**src/rtl/ifetch_pkg.sv**
```systemverilog
// Shared widths and types for the instruction fetch stage.
package ifetch_pkg;

  localparam int WORD        = 32;  // instruction width
  localparam int ADDR        = 8;   // word-address width
  localparam int W_FETCH_CNT = 2;   // width of the FIFO occupancy count (0..2)

  typedef logic [WORD-1:0]        word_t;
  typedef logic [ADDR-1:0]        addr_t;
  typedef logic [W_FETCH_CNT-1:0] cnt_t;

  // One buffered fetch result: the instruction and the address it came from.
  typedef struct packed {
    word_t inst;
    addr_t addr;
  } fetch_entry_t;

endpackage

```
**src/rtl/ifetch_fetch_fifo.sv**
```systemverilog
// Two-entry register FIFO holding fetched {inst, addr} pairs.
// The head register drives the stage outputs directly, so there is no
// combinational path from the write data to the head.
module fetch_fifo
  import ifetch_pkg::*;
(
  input  logic         clk,
  input  logic         rst,
  input  logic         push,
  input  logic         pop,
  input  logic         flush,
  input  fetch_entry_t data,
  output fetch_entry_t head,
  output cnt_t         count
);

  fetch_entry_t head_r;
  fetch_entry_t tail_r;
  cnt_t         count_r;

  // Storage and occupancy; flush wins over push and pop.
  // NOTE: the two entries are reset along with the count because the head
  // is a visible output that must read as zero out of reset.
  always_ff @(posedge clk or negedge rst) begin
    if (!rst) begin
      head_r  <= '0;
      tail_r  <= '0;
      count_r <= '0;
    end else if (flush) begin
      count_r <= '0;
    end else begin
      // NOTE: non-blocking assignments let head_r <= tail_r and
      // tail_r <= data happen in the same edge without ordering hazards.
      unique case ({push, pop})
        2'b10: begin
          if (count_r == 2'd0) head_r <= data;
          else                 tail_r <= data;
          count_r <= count_r + 2'd1;
        end
        2'b01: begin
          head_r  <= tail_r;
          count_r <= count_r - 2'd1;
        end
        2'b11: begin
          if (count_r == 2'd2) begin
            head_r <= tail_r;
            tail_r <= data;
          end else begin
            head_r <= data;
          end
        end
        default: ;
      endcase
    end
  end

  assign head  = head_r;
  assign count = count_r;

endmodule

```
**src/rtl/ifetch.sv**
```systemverilog
// Instruction fetch stage: PC, one-read-per-cycle issue to a synchronous
// instruction memory, in-flight tracking and a 2-entry skid FIFO toward
// decode. A branch redirect flushes everything and fetches the target.
module ifetch
  import ifetch_pkg::*;
#(
  parameter addr_t RESET_PC = '0
) (
  input  logic            clk,
  input  logic            rst,
  output logic            imem_re_o,
  output logic [ADDR-1:0] imem_addr_o,
  input  logic [WORD-1:0] imem_data_i,
  output logic            v_o,
  output logic [WORD-1:0] inst_o,
  output logic [ADDR-1:0] origaddr_o,
  input  logic            stall_i,
  input  logic            br_i,
  input  logic [ADDR-1:0] br_addr_i
);

  addr_t        pc_r;
  logic         inflight_r;
  addr_t        inflight_addr_r;

  cnt_t         count;
  fetch_entry_t head;
  logic         pop;
  logic         push;
  logic         issue;
  logic [W_FETCH_CNT:0] credit;

  // Handshake and issue decisions; outstanding slots after this cycle's pop
  // must leave room for the read being issued.
  // NOTE: every signal gets a default first so no path through the block
  // leaves a value held, which would infer a latch.
  always_comb begin
    pop         = 1'b0;
    push        = 1'b0;
    credit      = '0;
    issue       = 1'b0;
    imem_addr_o = pc_r;
    pop    = v_o & ~stall_i;
    push   = inflight_r & ~br_i;
    credit = {1'b0, count} + {{W_FETCH_CNT{1'b0}}, inflight_r}
           - {{W_FETCH_CNT{1'b0}}, pop};
    issue  = br_i | (credit < 3'd2);
    if (br_i) imem_addr_o = br_addr_i;
  end

  assign imem_re_o = issue;

  // PC and in-flight read tracking.
  always_ff @(posedge clk or negedge rst) begin
    if (!rst) begin
      pc_r            <= RESET_PC;
      inflight_r      <= 1'b0;
      inflight_addr_r <= '0;
    end else begin
      inflight_r <= issue;
      if (issue) begin
        pc_r            <= imem_addr_o + addr_t'(1);
        inflight_addr_r <= imem_addr_o;
      end
    end
  end

  fetch_fifo u_fifo (
    .clk   (clk),
    .rst   (rst),
    .push  (push),
    .pop   (pop),
    .flush (br_i),
    .data  ('{inst: imem_data_i, addr: inflight_addr_r}),
    .head  (head),
    .count (count)
  );

  assign v_o        = (count != '0);
  assign inst_o     = head.inst;
  assign origaddr_o = head.addr;

  // A returning read must always find a free slot.
  a_credit : assert property (@(posedge clk) disable iff (!rst)
    ({1'b0, count} + {{W_FETCH_CNT{1'b0}}, inflight_r}) <= 3'd2);

endmodule

```
**config.mk**
```make
export PLATFORM = sky130hd
export DESIGN_NAME = ifetch
export DESIGN_NICKNAME = d
export VERILOG_FILES = /design/src/rtl/ifetch_pkg.sv /design/src/rtl/ifetch_fetch_fifo.sv /design/src/rtl/ifetch.sv
export SDC_FILE = /design/constraint.sdc
export NUM_CORES = 1
export LEC_CHECK = 0
export BUFFER_PORTS_ARGS = -buffer_cell sky130_fd_sc_hd__buf_2
export CAP_MARGIN = 20
export CELL_PAD_IN_SITES_DETAIL_PLACEMENT = 1
export CELL_PAD_IN_SITES_GLOBAL_PLACEMENT = 1
export CORE_ASPECT_RATIO = 1.4
export CORE_MARGIN = 10
export CORE_UTILIZATION = 43
export DETAILED_ROUTE_END_ITERATION = 16
export PLACE_DENSITY = 0.88
export SYNTH_ARGS = -nofsm -noshare
export SYNTH_HDL_FRONTEND = slang
export SYNTH_HIERARCHICAL = 1
export SYNTH_SLANG_ARGS = --single-unit
```
**constraint.sdc**
```tcl
create_clock -name clk -period 3.8 [get_ports clk]
set_input_delay 0.57 -clock clk [delete_from_list [all_inputs] [get_ports clk]]
set_output_delay 0.57 -clock clk [all_outputs]
set_load 0.05 [all_outputs]
```
==> flow_summary.ini <==
[clock_tree]
cts_buffer_depth = 2
cts_sinks = 99
cts_root_buf = clkbuf_16
cts.hold.buffers_added = 0
clkTransAtPathRegs_ns = 0.06
cts_setup_buffers = 0
h-tree-depth = 3
cts_resized = 0
cts_tree = done
numCtsBuffers = 9
clk_latency_ns = 0.34

[final_layout]
area_growth_syn_to_layout_pct = 18.29
drive_above_1_share = 0.3828
num-fill-cells = 1158
layout.cells.non_filler = 603
nets = 507
diodes = 0
fin_util = 0.5207
seqCellArea_um2 = 2477
multi_input_area_um2 = 1852

[floorplanning]
die_w_um = 107.0
floorplan.initialDensity = 0.4402
die_y_um = 141.8
die-area_um2 = 15170
core_area_um2 = 10350
fp-row-count = 44
num_io_pins = 94

[critical_path]
worst_r2r_path_depth = 8
r2r_slack_ns = 1.06
cp.required_ns = 3.23
crit_arrival_ns = 2.97
setup.worst_path.start_class = flip-flop
critPathMaxStageDelay_ns = 0.45
worstPathMaxFanout = 16
cp-end-kind = output pin
worst_path_max_delay_cell = dfrtp_1
crit_family = buffers and inverters
reg2reg_to = inflight_addr_r[1]
timing.rr.start = u_fifo/count[1]
critical_path_class = reg -> out
path_buf_inv = 3
cp_cell_sequence = inv_1, a21oi_1, ha_1, nor2b_1, fa_1, o21ba_2, inv_2, buf_2
cp_num_cells = 8

[routing]
drtIter0Drc = 62
wl_per_cell_um = 17.79
route.detailed.drc = 0
via_per_inst = 5.113
dr.pass1.iters = 4
vias = 3083
routed_wirelength_mm = 10.73
ant_nets = 0

[synthesis]
ys_ff_latch = 99
synth.most_common_cell = dfrtp_1
synth_edf_count = 0
synthDistinctLibCells = 38
synth_top_area_share = 0.5438
yosysTopAreaCell = dfrtp_1
synthTopCellsByCount = 99 x dfrtp_1, 49 x nand2_1, 43 x o21ai_1, 42 x mux2_2, 41 x mux2i_1
syn_inst = 371
synth_flop_cell = dfrtp_1
ys_seq_area_frac = 0.5438
avgSynthCellArea_um2 = 12.28
syn-cell-area_um2 = 4556
yosys_warnings = 6
async_flop_share = 1.000
synthTopCellsByArea = dfrtp_1 54%, mux2_2 10%, mux2i_1 9.0%
synth_fp_nets = 418

[timing]
finalCritPeriodShare = 0.9306
finClkSkew_ns = 0.008255
relSlewSlack = 0.4793
setup_viol = 0
tightest_slew_ns = 0.7790
max_freq_mhz = 282.8
hold_viol = 0
drv_slew = 0
min_period_ns = 3.536
rsz0062_at_grt = no
fin_tns_setup_ns = 0

[place]
dp.cells = 586
routabilityCongestion = 0.7863
dp.final_hpwl_mm = 7.789
port_buffers = 93

[power_and_ir_drop]
vdd_drop_max_mv = 0.4938
switching_share = 0.4545
clkPwrFrac = 0.170
switchingPower_mw = 2.469
p_leak_nw = 2.500
powerDensity_nw_per_um2 = 1008
p_seq_frac = 0.348
p_int_mw = 2.964
p_comb_frac = 0.481

[global_routing]
grt_pass1_vias = 3419
grt.total_usage = 0.1423
grt_pass1_wl_mm = 17.46
gr-total-overflow = 0
grt_max_degree = 80
antenna_found_initial = 0

[min_path]
hp-class = in -> async

[status]
outcome = completed

[flow_run]
max-cap-violations = 0
## power groups by stage
stage,Combinational [mW],Clock (mW),Sequential [mW]
detailed placement,2.64,0,1.92
finish,2.61,0.926,1.89
global route,2.83,0.995,1.96
floorplan,1.43,0,2.53
CTS,2.65,0.948,1.90
global placement,2.54,0,1.86
## metrics by stage
stage	hold WS, ns	cell area, µm²	total power, mW	setup WS, ns
3_3_place_gp	0.4611	5059	4.399	0.6785
5_1_grt	0.04310	5389	5.785	0.1264
2_1_floorplan	0.2744	4556	3.962	0.8862
6_report	0.04800	5389	5.434	0.2639
4_1_cts	0.4360	5361	5.500	0.2445
3_5_place_dp	0.4698	5059	4.560	0.5676
## metal layers
layer	track usage	wire, µm	up-vias
met4	0.05147	208	0
met3	0.02992	391	11
met1	0.1474	4074	1570
li1	-	-	1450
met2	0.2712	6054	52
met5	0	0	-
## placed cells by master (no fill, tap or decap), types with 6 or more instances in the layout
cell type / instances
mux2i_1: 41
o21ai_1: 43
nor2_1: 21
clkbuf_16: 9
mux2_2: 42
inv_1: 6
xnor2_1: 7
buf_2: 92
dfrtp_1: 99
nand2_1: 49
## cells by family (layout without fill, tap and decap cells)
kind of cell,after synthesis,in the layout,share of synthesized area
buf+inv,28,122,0.05328
fa+ha+maj,3,3,0.009887
compound gates,59,59,0.07581
simple gates,84,84,0.08652
flops,99,99,0.5438
mux,89,89,0.2134
xor+xnor,9,9,0.01730
## how the worst max path moves through the flow
| stage | from | to |
|---|---|---|
| 3_5_place_dp | stall_i | imem_re_o |
| 2_1_floorplan | stall_i | imem_re_o |
| 5_1_grt | u_fifo/count[1] | imem_re_o |
| 3_3_place_gp | stall_i | imem_re_o |
| 4_1_cts | u_fifo/count[1] | imem_re_o |
| 6_report | u_fifo/count[1] | imem_re_o |
## final cells by class
class,instances,share of cell area
flip-flops and latches,99,0.4597
multi-input cells,244,0.3436
repair buffers,99,0.1036
clock buffers,10,0.04435
well taps,138,0.03204
clock inverters,6,0.01184
inverters,7,0.004876
## state kept, by name, indices dropped and copies added, names as in the netlist
register         cells
u_fifo/head         40
u_fifo/tail_r       40
inflight_addr_r      8
u_fifo/count         2
pc_r                 8
inflight_r           1
Note: power is estimated with default switching activity, not from simulation.
